## src/rtl/noc_pkt_pkg.sv

```systemverilog
// Packet layout and helpers shared by the NoC memory node.
// A packet is {type[1:0], dest, src, payload}, with the payload in the LSBs.
package noc_pkt_pkg;
    localparam int PKT_NODE_W = 5;
    localparam int PKT_DW     = 8;
    localparam int PKT_WIDTH  = 2 + 2*PKT_NODE_W + PKT_DW;
    localparam int TYPE_LSB   = PKT_WIDTH - 2;
    localparam int DEST_LSB   = PKT_NODE_W + PKT_DW;
    localparam int SRC_LSB    = PKT_DW;

    typedef enum logic [1:0] {
        PSUM    = 2'd0,
        IFMAP   = 2'd1,
        FILTER  = 2'd2,
        ILLEGAL = 2'd3
    } pkt_type_e;

    function automatic pkt_type_e pkt_type(input logic [PKT_WIDTH-1:0] p);
        return pkt_type_e'(p[TYPE_LSB +: 2]);
    endfunction

    function automatic logic [PKT_NODE_W-1:0] pkt_src(input logic [PKT_WIDTH-1:0] p);
        return p[SRC_LSB +: PKT_NODE_W];
    endfunction

    function automatic logic [PKT_DW-1:0] pkt_payload(input logic [PKT_WIDTH-1:0] p);
        return p[PKT_DW-1:0];
    endfunction

    function automatic logic [PKT_WIDTH-1:0] pkt_pack(input pkt_type_e t,
                                                       input logic [PKT_NODE_W-1:0] dest,
                                                       input logic [PKT_NODE_W-1:0] src,
                                                       input logic [PKT_DW-1:0] data);
        return {t, dest, src, data};
    endfunction
endpackage

```

## src/rtl/mem_req_fifo.sv

```systemverilog
// Request queue in front of the serve FSM.
// When the queue is full, it still accepts a push in a cycle that also pops.
module mem_req_fifo #(
    parameter int W     = 20,
    parameter int DEPTH = 4
) (
    input  logic         clk,
    input  logic         rst_n,
    input  logic         in_valid,
    output logic         in_ready,
    input  logic [W-1:0] in_data,
    output logic         out_valid,
    input  logic         out_ready,
    output logic [W-1:0] out_data
);
    localparam int PW = $clog2(DEPTH);

    logic [W-1:0]  mem [DEPTH];
    logic [PW-1:0] wp, rp;
    logic [PW:0]   cnt;
    logic          push, pop;

    assign out_valid = (cnt != '0);
    assign in_ready  = (cnt != (PW+1)'(DEPTH)) || out_ready;
    assign out_data  = mem[rp];
    assign push      = in_valid && in_ready;
    assign pop       = out_valid && out_ready;

    always_ff @(posedge clk) begin
        if (!rst_n) begin
            wp  <= '0;
            rp  <= '0;
            cnt <= '0;
        end else begin
            if (push) wp <= wp + PW'(1);
            if (pop)  rp <= rp + PW'(1);
            case ({push, pop})
                2'b10:   cnt <= cnt + (PW+1)'(1);
                2'b01:   cnt <= cnt - (PW+1)'(1);
                default: ;
            endcase
        end
    end

    always_ff @(posedge clk) begin
        if (push) mem[wp] <= in_data;
    end
endmodule

```

## src/rtl/noc_mem_server.sv

```systemverilog
// NoC memory node: serves filter and ifmap reads from the router and collects
// psum packets into a result buffer, which is read back through a side port.
module noc_mem_server
    import noc_pkt_pkg::*;
#(
    parameter int NODE_W       = PKT_NODE_W,
    parameter int DW           = PKT_DW,
    parameter int PKT_W        = 2 + 2*NODE_W + DW,
    parameter int FILTER_DEPTH = 9,
    parameter int IFMAP_DEPTH  = 25,
    parameter int RESULT_NUM   = 9,
    parameter int AW           = 8,
    parameter int FIFO_DEPTH   = 4
) (
    input  logic              clk,
    input  logic              rst_n,
    input  logic [NODE_W-1:0] my_index,
    input  logic              wr_valid,
    output logic              wr_ready,
    input  logic              wr_sel,
    input  logic [AW-1:0]     wr_addr,
    input  logic [DW-1:0]     wr_data,
    input  logic              pkt_in_valid,
    output logic              pkt_in_ready,
    input  logic [PKT_W-1:0]  pkt_in,
    output logic              pkt_out_valid,
    input  logic              pkt_out_ready,
    output logic [PKT_W-1:0]  pkt_out,
    input  logic              start,
    input  logic              rd_en,
    input  logic [AW-1:0]     rd_addr,
    output logic [DW-1:0]     rd_data,
    output logic              done,
    output logic              err
);
    localparam int FI_W = $clog2(FILTER_DEPTH);
    localparam int MI_W = $clog2(IFMAP_DEPTH);
    localparam int RI_W = $clog2(RESULT_NUM);

    typedef enum logic [1:0] {S_IDLE, S_EXEC, S_RESP} state_e;

    logic [DW-1:0]    filt_mem [FILTER_DEPTH];
    logic [DW-1:0]    map_mem  [IFMAP_DEPTH];
    logic [DW-1:0]    res_mem  [RESULT_NUM];
    state_e           state, state_n;
    logic             head_v, pop, filt_ld, map_ld;
    logic [PKT_W-1:0] head;
    pkt_type_e        head_t;
    logic [AW-1:0]    head_addr, ptr;
    logic [DW-1:0]    rd_word;
    logic             bad_addr, exec_rd, psum_exec, res_we, set_err, wr_en;
    logic             unused_dest;

    mem_req_fifo #(.W(PKT_W), .DEPTH(FIFO_DEPTH)) u_fifo (
        .clk(clk), .rst_n(rst_n),
        .in_valid(pkt_in_valid), .in_ready(pkt_in_ready), .in_data(pkt_in),
        .out_valid(head_v), .out_ready(pop), .out_data(head)
    );

    assign head_t        = pkt_type(head);
    assign head_addr     = AW'(pkt_payload(head));
    assign unused_dest   = ^head[DEST_LSB +: NODE_W];
    assign pkt_out_valid = (state == S_RESP);
    assign wr_en         = wr_valid && wr_ready;
    assign exec_rd       = (state == S_EXEC) && (head_t != PSUM);
    assign psum_exec     = (state == S_EXEC) && (head_t == PSUM);
    // start wins over a psum landing in the same cycle; that psum is lost and flagged
    assign res_we        = rst_n && psum_exec && !start && (ptr < AW'(RESULT_NUM));
    assign set_err       = ((state == S_IDLE) && head_v && (head_t == ILLEGAL))
                         || (exec_rd && bad_addr) || (psum_exec && !res_we);

    always_comb begin
        rd_word  = '0;
        bad_addr = 1'b0;
        if (head_t == FILTER) begin
            if (head_addr < AW'(FILTER_DEPTH)) rd_word = filt_mem[head_addr[FI_W-1:0]];
            else                               bad_addr = 1'b1;
        end else begin
            if (head_addr < AW'(IFMAP_DEPTH))  rd_word = map_mem[head_addr[MI_W-1:0]];
            else                               bad_addr = 1'b1;
        end
    end

    always_comb begin
        state_n = state;
        pop     = 1'b0;
        case (state)
            S_IDLE: if (head_v) begin
                if (head_t == ILLEGAL)                             pop = 1'b1;
                else if (head_t == PSUM || (filt_ld && map_ld))   state_n = S_EXEC;
            end
            S_EXEC: begin
                pop     = 1'b1;
                state_n = (head_t == PSUM) ? S_IDLE : S_RESP;
            end
            S_RESP: if (pkt_out_ready) state_n = S_IDLE;
            default: state_n = S_IDLE;
        endcase
    end

    always_ff @(posedge clk) begin
        if (!rst_n) begin
            state    <= S_IDLE;
            wr_ready <= 1'b0;
            pkt_out  <= '0;
            rd_data  <= '0;
            done     <= 1'b0;
            err      <= 1'b0;
            filt_ld  <= 1'b0;
            map_ld   <= 1'b0;
            ptr      <= '0;
        end else begin
            state    <= state_n;
            wr_ready <= 1'b1;
            if (exec_rd) pkt_out <= pkt_pack(head_t, pkt_src(head), my_index, rd_word);
            if (set_err) err <= 1'b1;
            if (wr_en && !wr_sel && wr_addr == AW'(FILTER_DEPTH-1)) filt_ld <= 1'b1;
            if (wr_en &&  wr_sel && wr_addr == AW'(IFMAP_DEPTH-1))  map_ld  <= 1'b1;
            if (start) begin
                ptr  <= '0;
                done <= 1'b0;
            end else if (res_we) begin
                ptr <= ptr + AW'(1);
                if (ptr == AW'(RESULT_NUM-1)) done <= 1'b1;
            end
            if (rd_en) rd_data <= (rd_addr < AW'(RESULT_NUM)) ? res_mem[rd_addr[RI_W-1:0]] : '0;
        end
    end

    // Buffer contents survive reset; only the control state is cleared
    always_ff @(posedge clk) begin
        if (wr_en && !wr_sel && wr_addr < AW'(FILTER_DEPTH)) filt_mem[wr_addr[FI_W-1:0]] <= wr_data;
        if (wr_en &&  wr_sel && wr_addr < AW'(IFMAP_DEPTH))  map_mem[wr_addr[MI_W-1:0]]  <= wr_data;
        if (res_we) res_mem[ptr[RI_W-1:0]] <= pkt_payload(head);
    end
endmodule
```

## config.mk

```make
export PLATFORM = sky130hd
export DESIGN_NAME = noc_mem_server
export DESIGN_NICKNAME = d
export VERILOG_FILES = /design/src/rtl/noc_pkt_pkg.sv /design/src/rtl/mem_req_fifo.sv /design/src/rtl/noc_mem_server.sv
export SDC_FILE = /design/constraint.sdc
export NUM_CORES = 1
export LEC_CHECK = 0
export ABC_CLOCK_PERIOD_IN_PS = 3300
export BUFFER_PORTS_ARGS = -buffer_cell sky130_fd_sc_hd__buf_2
export CAP_MARGIN = 10
export CORE_MARGIN = 3
export CORE_UTILIZATION = 45
export CTS_CLUSTER_SIZE = 28
export DETAILED_ROUTE_END_ITERATION = 8
export GPL_TIMING_DRIVEN = 0
export PLACE_DENSITY = 0.63
export SETUP_SLACK_MARGIN = 0.3
export SYNTH_ARGS = -nofsm -noshare
export SYNTH_HDL_FRONTEND = slang
export SYNTH_HIERARCHICAL = 1
export SYNTH_SLANG_ARGS = --single-unit
```

## constraint.sdc

```tcl
create_clock -name clk -period 3.3 [get_ports clk]
set_input_delay 0.165 -clock clk [delete_from_list [all_inputs] [get_ports clk]]
set_output_delay 0.165 -clock clk [all_outputs]
set_load 0.1 [all_outputs]
```

* Word level (Yosys, flattened, before mapping) *
Memories as Yosys holds them, arrays and structs flattened. A register that Yosys moved wholly into a read port is not among the register bits.
Index checks and enable logic that the tools add are counted.

storage, ports and cells
  logic and storage cells = 104
  memories = 4
  output and inout port bits = 33
  bits in registers = 50
  RAM bits = 424
  input bits = 57

cells by class
  order comparisons = 6
  add/sub/neg operators = 5
  mux-type cells = 28
  reduce and logical (&&, ||, !) cells = 34
  bitwise logic cells = 1
  eq/ne operators = 14

memories
  memory      words  width  rd ports  clocked after memory_dff  write ports  RTL line              text
  map_mem     25     8      1         0                         1            noc_mem_server.sv:43  logic [DW-1:0] map_mem [IFMAP_DEPTH];
  u_fifo.mem  4      20     1         1                         1            mem_req_fifo.sv:18    logic [W-1:0] mem [DEPTH];
  filt_mem    9      8      1         0                         1            noc_mem_server.sv:42  logic [DW-1:0] filt_mem [FILTER_DEPTH];
  res_mem     9      8      1         0                         1            noc_mem_server.sv:44  logic [DW-1:0] res_mem [RESULT_NUM];

operators by type and width
  operator                                                                  count
  8-bit by 4-bit < comparator with 1-bit output (second input constant)     4
  8-bit two-way mux                                                         4
  1-bit logical AND                                                         19
  8-bit by 4-bit equality test with 1-bit output (second input constant)    2
  8-bit by 5-bit < comparator with 1-bit output (second input constant)     2
  1-bit two-way mux                                                         14
  2-bit two-way mux                                                         7
  8-bit by 1-bit adder with 8-bit output (second input constant)            1
  2-bit equality test (second input constant)                               4
  8-bit by 5-bit equality test with 1-bit output (second input constant)    1
  2-bit case mux with 3 select lines                                        1
  3-bit case mux with 2 select lines                                        1
  2-bit by 1-bit adder with 2-bit output (second input constant)            2
  2-bit by 1-bit equality test with 1-bit output (second input constant)    2
  2-bit zero test                                                           2
  1-bit logical OR                                                          4
  2-bit by 1-bit inequality test with 1-bit output (second input constant)  2
  2-bit inequality test (second input constant)                             2
  4-bit AND reduction                                                       1
  2-bit nonzero test                                                        2
  3-bit by 1-bit adder with 3-bit output (second input constant)            1
  1-bit zero test                                                           3
  3-bit inequality test (second input constant)                             1
  3-bit nonzero test                                                        1
  5 further kinds                                                           5

* Longest topological paths before layout *
  depth in word-level cells = 8
  mapped depth = 14
  gate-level depth less buffers = 13

* Hierarchy *
The synthesis kept the hierarchy.

by module, submodules not included
  module          sequential area each (sq um)  cells an instance  area an instance (sq um)  instances
  noc_mem_server  11190.7                       852                15192.1                   1
  mem_req_fifo    2582.5                        156                3358.2                    1

* Worst setup path after synthesis *
OpenSTA, ideal clock, no wires.

  kind = flip-flop to flip-flop
  start = register with a tool-made name
  end = register u_fifo.cnt[2]
  clock period less this slack = 3.637 ns
  slack = -0.337 ns
  data required time = 3.224 ns
  buffers on the path = 2
  library setup time = 0.076 ns
  data arrival time = 3.561 ns
  cell stages (with the launch flop) = 15
  cells stage by stage = dfxtp_1 buf_2 mux4_2 nand3_1 nand2_1 or4b_1 buf_2 and2_4 inv_1 ha_1 inv_1 fa_1 xor2_1 or3_1 a21boi_0

RTL lines
  item                  RTL line            text
  to (signal assigned)  mem_req_fifo.sv:38  2'b10: cnt <= cnt + (PW+1)'(1);
  to (signal assigned)  mem_req_fifo.sv:39  2'b01: cnt <= cnt - (PW+1)'(1);
  to (decl)             mem_req_fifo.sv:20  logic [PW:0] cnt;

==> key figures <==
STA
  – Highest achievable clock rate: about 320 MHz
  – Measured slew at the worst slew-check pin: ~1000 ps
  – Final slew viol count: 0
  – Post-layout min period: around 3100 ps
  – Worst slew margin: 0.331
  – Final Cycle Share: 0.952
  – Final count of hold timing violations: 0
  – Clock skew after layout: approximately 13 ps
  – Final setup fails: 0
  – Post-Route Setup TNS: 0 ps
  – Unrepaired setup endpoints after global routing: yes

Clocking
  – Latest clock arrival within the worst-skew pair: 570 ps
  – Clock slew at reported path FFs: approximately 60 ps
  – Clock buffer depth: 3
  – Number of CTS-inserted buffers: between 40 and 50
  – Root Buffer: clkbuf_16
  – Number of sinks handled by clock tree synthesis: around 460
  – CTS tree: yes
  – CTS H-tree depth: 2

Flow run
  – Number of max-cap violations: 0

Critical path
  – Data required time at the worst endpoint: around 3800 ps
  – Crit-path slowest cell: mux4_2
  – Worst setup path class: flop to flop
  – Slowest Stage Delay on Critical Path: 530 ps
  – Buffers and inverters on the worst path: 4
  – Cell Chain, Critical Path: buf_8 > mux4_2 > nand3_2 > nand2_4 > or4b_4 > buf_12 > and2_4 > inv_2 > ha_4 > inv_2 > fa_2 > xor2_1 > or3_1 > a21boi_1
  – Peak fanout along the critical path: 6
  – Critical path startpoint category: flop
  – Crit path top cell by count: inv_2
  – Setup crit end kind: flop
  – Crit path max-delay family: simple AND/OR/NAND/NOR gates
  – Arrival time at the worst endpoint: 3640 ps

Route
  – Routed vias: around 9700
  – Average via count per standard cell: between 5 and 6
  – DRC errors left: 0
  – Drt initial violations: 1029
  – Length of the first detailed-routing pass in iterations: 5
  – Mean routed wirelength per cell: about 24 um
  – Overall routed net length: 41600 um
  – Number of nets still failing antenna checks after routing: 0

Global route
  – Routing usage on met2: 0.318
  – Met3 demand-to-capacity share in global routing: 0.0397
  – Vias in the first global route: between 9000 and 10000
  – Most used routing layer in global routing: met2
  – Total routing usage reported by global routing: 0.201
  – Remaining global-route overflow: 0
  – Number of antenna violations at the first check in global routing: 0
  – Maximum number of pins on one net before global-route repair: 35
  – Wire length of the first global-routing pass: a little over 60000 um
  – Routing usage on met1: 0.288

Run status
  – Outcome: finished, final reports clean

Finish
  – Area of all placed cells without fillers: 21100 um^2
  – Net count reported at finish: approximately 1200
  – Antenna fix cells: 0
  – Area growth syn-to-layout: 18.3%
  – Fraction of layout cells with a size suffix above 1: 0.284

Min path
  – Tightest Hold Check Type: primary input to flop

Floorplan
  – Effective utilization at floorplan: 0.458
  – Die boundary height: around 210 um
  – Num ports: 90
  – Die W: 205 um
  – Site row count: just over 70
  – Area of the placeable core: roughly 39000 um^2
  – Die outline area: 42100 um^2

Place
  – Cell area after placement: about 19000 um^2
  – RD Place Congestion: ~0.85
  – Port Buffers: 78
  – Detailed placer's ending HPWL: 26300 um

Power
  – Portion of total power attributed to combinational logic: 0.121
  – Standby leakage power: between 7 and 8 nW
  – Sw Pwr: roughly 3.2 mW
  – Power share of the sequential group: 0.483
  – Overall power: between 10 and 15 mW
  – Internal power of the cells: roughly 10 mW
  – Power per unit of standard cell area: about 630 nW/um^2
  – Switching share of power: 0.238
  – Peak supply drop: 0.438 mV
  – Part of the power in the clock network: 0.396

Synthesis
  – Count of warnings emitted by yosys: 6
  – Gate count after technology mapping: 983
  – Post-synthesis area per instance: 18.1 um^2
  – Synth Net Count: between 1000 and 1500
  – Post-synth design cell area: about 18000 um^2
registers in the layout, indices dropped and copies added, names as in the netlist, 2 cells and up, named ones only:
signal      cells
filt_mem       72
u_fifo/rp       2
pkt_out        20
rd_data         8
ptr             8
state           2
u_fifo/wp       2
u_fifo/mem     60
map_mem       200
res_mem        72
u_fifo/cnt      3
routing by layer:
layer	vias up	wire [um]
met4	0	986
met1	4977	17600
met2	382	19900
met5	-	0
met3	66	3090
li1	4269	-
power groups by stage:
stage / Combinational, mW / Sequential [mW] / Clock [mW]
after CTS: 1.54 / 6.42 / 5.35
final: 1.60 / 6.42 / 5.26
after global routing: 1.70 / 6.42 / 5.58
after global placement: 1.43 / 6.54 / 0
after detailed placement: 1.44 / 6.54 / 0
after floorplan: 0.856 / 6.62 / 0
final timing paths:
path              start            end  cells past startpoint  slack [ps]
max                flop  u_fifo/cnt[2]                     14         160
min               rd_en     rd_data[4]                      3          80
max reg2reg        flop  u_fifo/cnt[2]                     14         160
min reg2reg  rd_data[2]     rd_data[2]                      2         450
worst reg2reg max path: stages, from the launching register on:
cell and delay [ps]:
dfxtp_2 340, buf_8 130, mux4_2 540, nand3_2 110
nand2_4 60, or4b_4 500, buf_12 140, and2_4 130
inv_2 50, ha_4 120, inv_2 30, fa_2 320
xor2_1 150, or3_1 310, a21boi_1 140
area by class of cell:
cell class                 count  area [um^2]
sequential                   456        13200
clock inverter                28          214
buffer                        51          339
multi-input combinational    467         4510
tap                          518          648
fill                        3071        17800
clock buffer                  58         1330
timing repair buffer         130          843
inverter                       9         33.8
layout by cell type, fill, tap and decap left out, types with 10 or more instances in the layout:
cell           count
edfxtp_1         404
dlygate4sd3_1     24
clkbuf_16         51
mux4_2            90
nand2_1           61
nor2b_1           18
buf_2             84
o21ai_0           18
nand3_1           16
mux2i_1           28
dfxtp_1           50
nor2_1            63
clkinv_1          10
clkbuf_1          21
clkinv_2          13
a21boi_0          13
buf_4             37
a21oi_1           11
stage by stage:
step	setup slack, ps	utilization	hold slack, ps	instances
after floorplan	109	-	193	983
after global placement	-296	0.486	381	1579
after detailed placement	-351	0.486	384	1579
after CTS	154	0.538	64.5	1707
after global routing	33.3	0.542	91.1	1717
final	158	0.542	75.7	1717
repair_timing:
action                                  in CTS  in global routing
setup buffers                               18                 10
hold endpoints to repair                    72                  0
endpoints found under the setup margin      93                 84
hold buffers                                24                  0
pin swaps                                    6                  7
resized for setup                           33                 38
No activity file was read; power rests on OpenSTA's default activity.
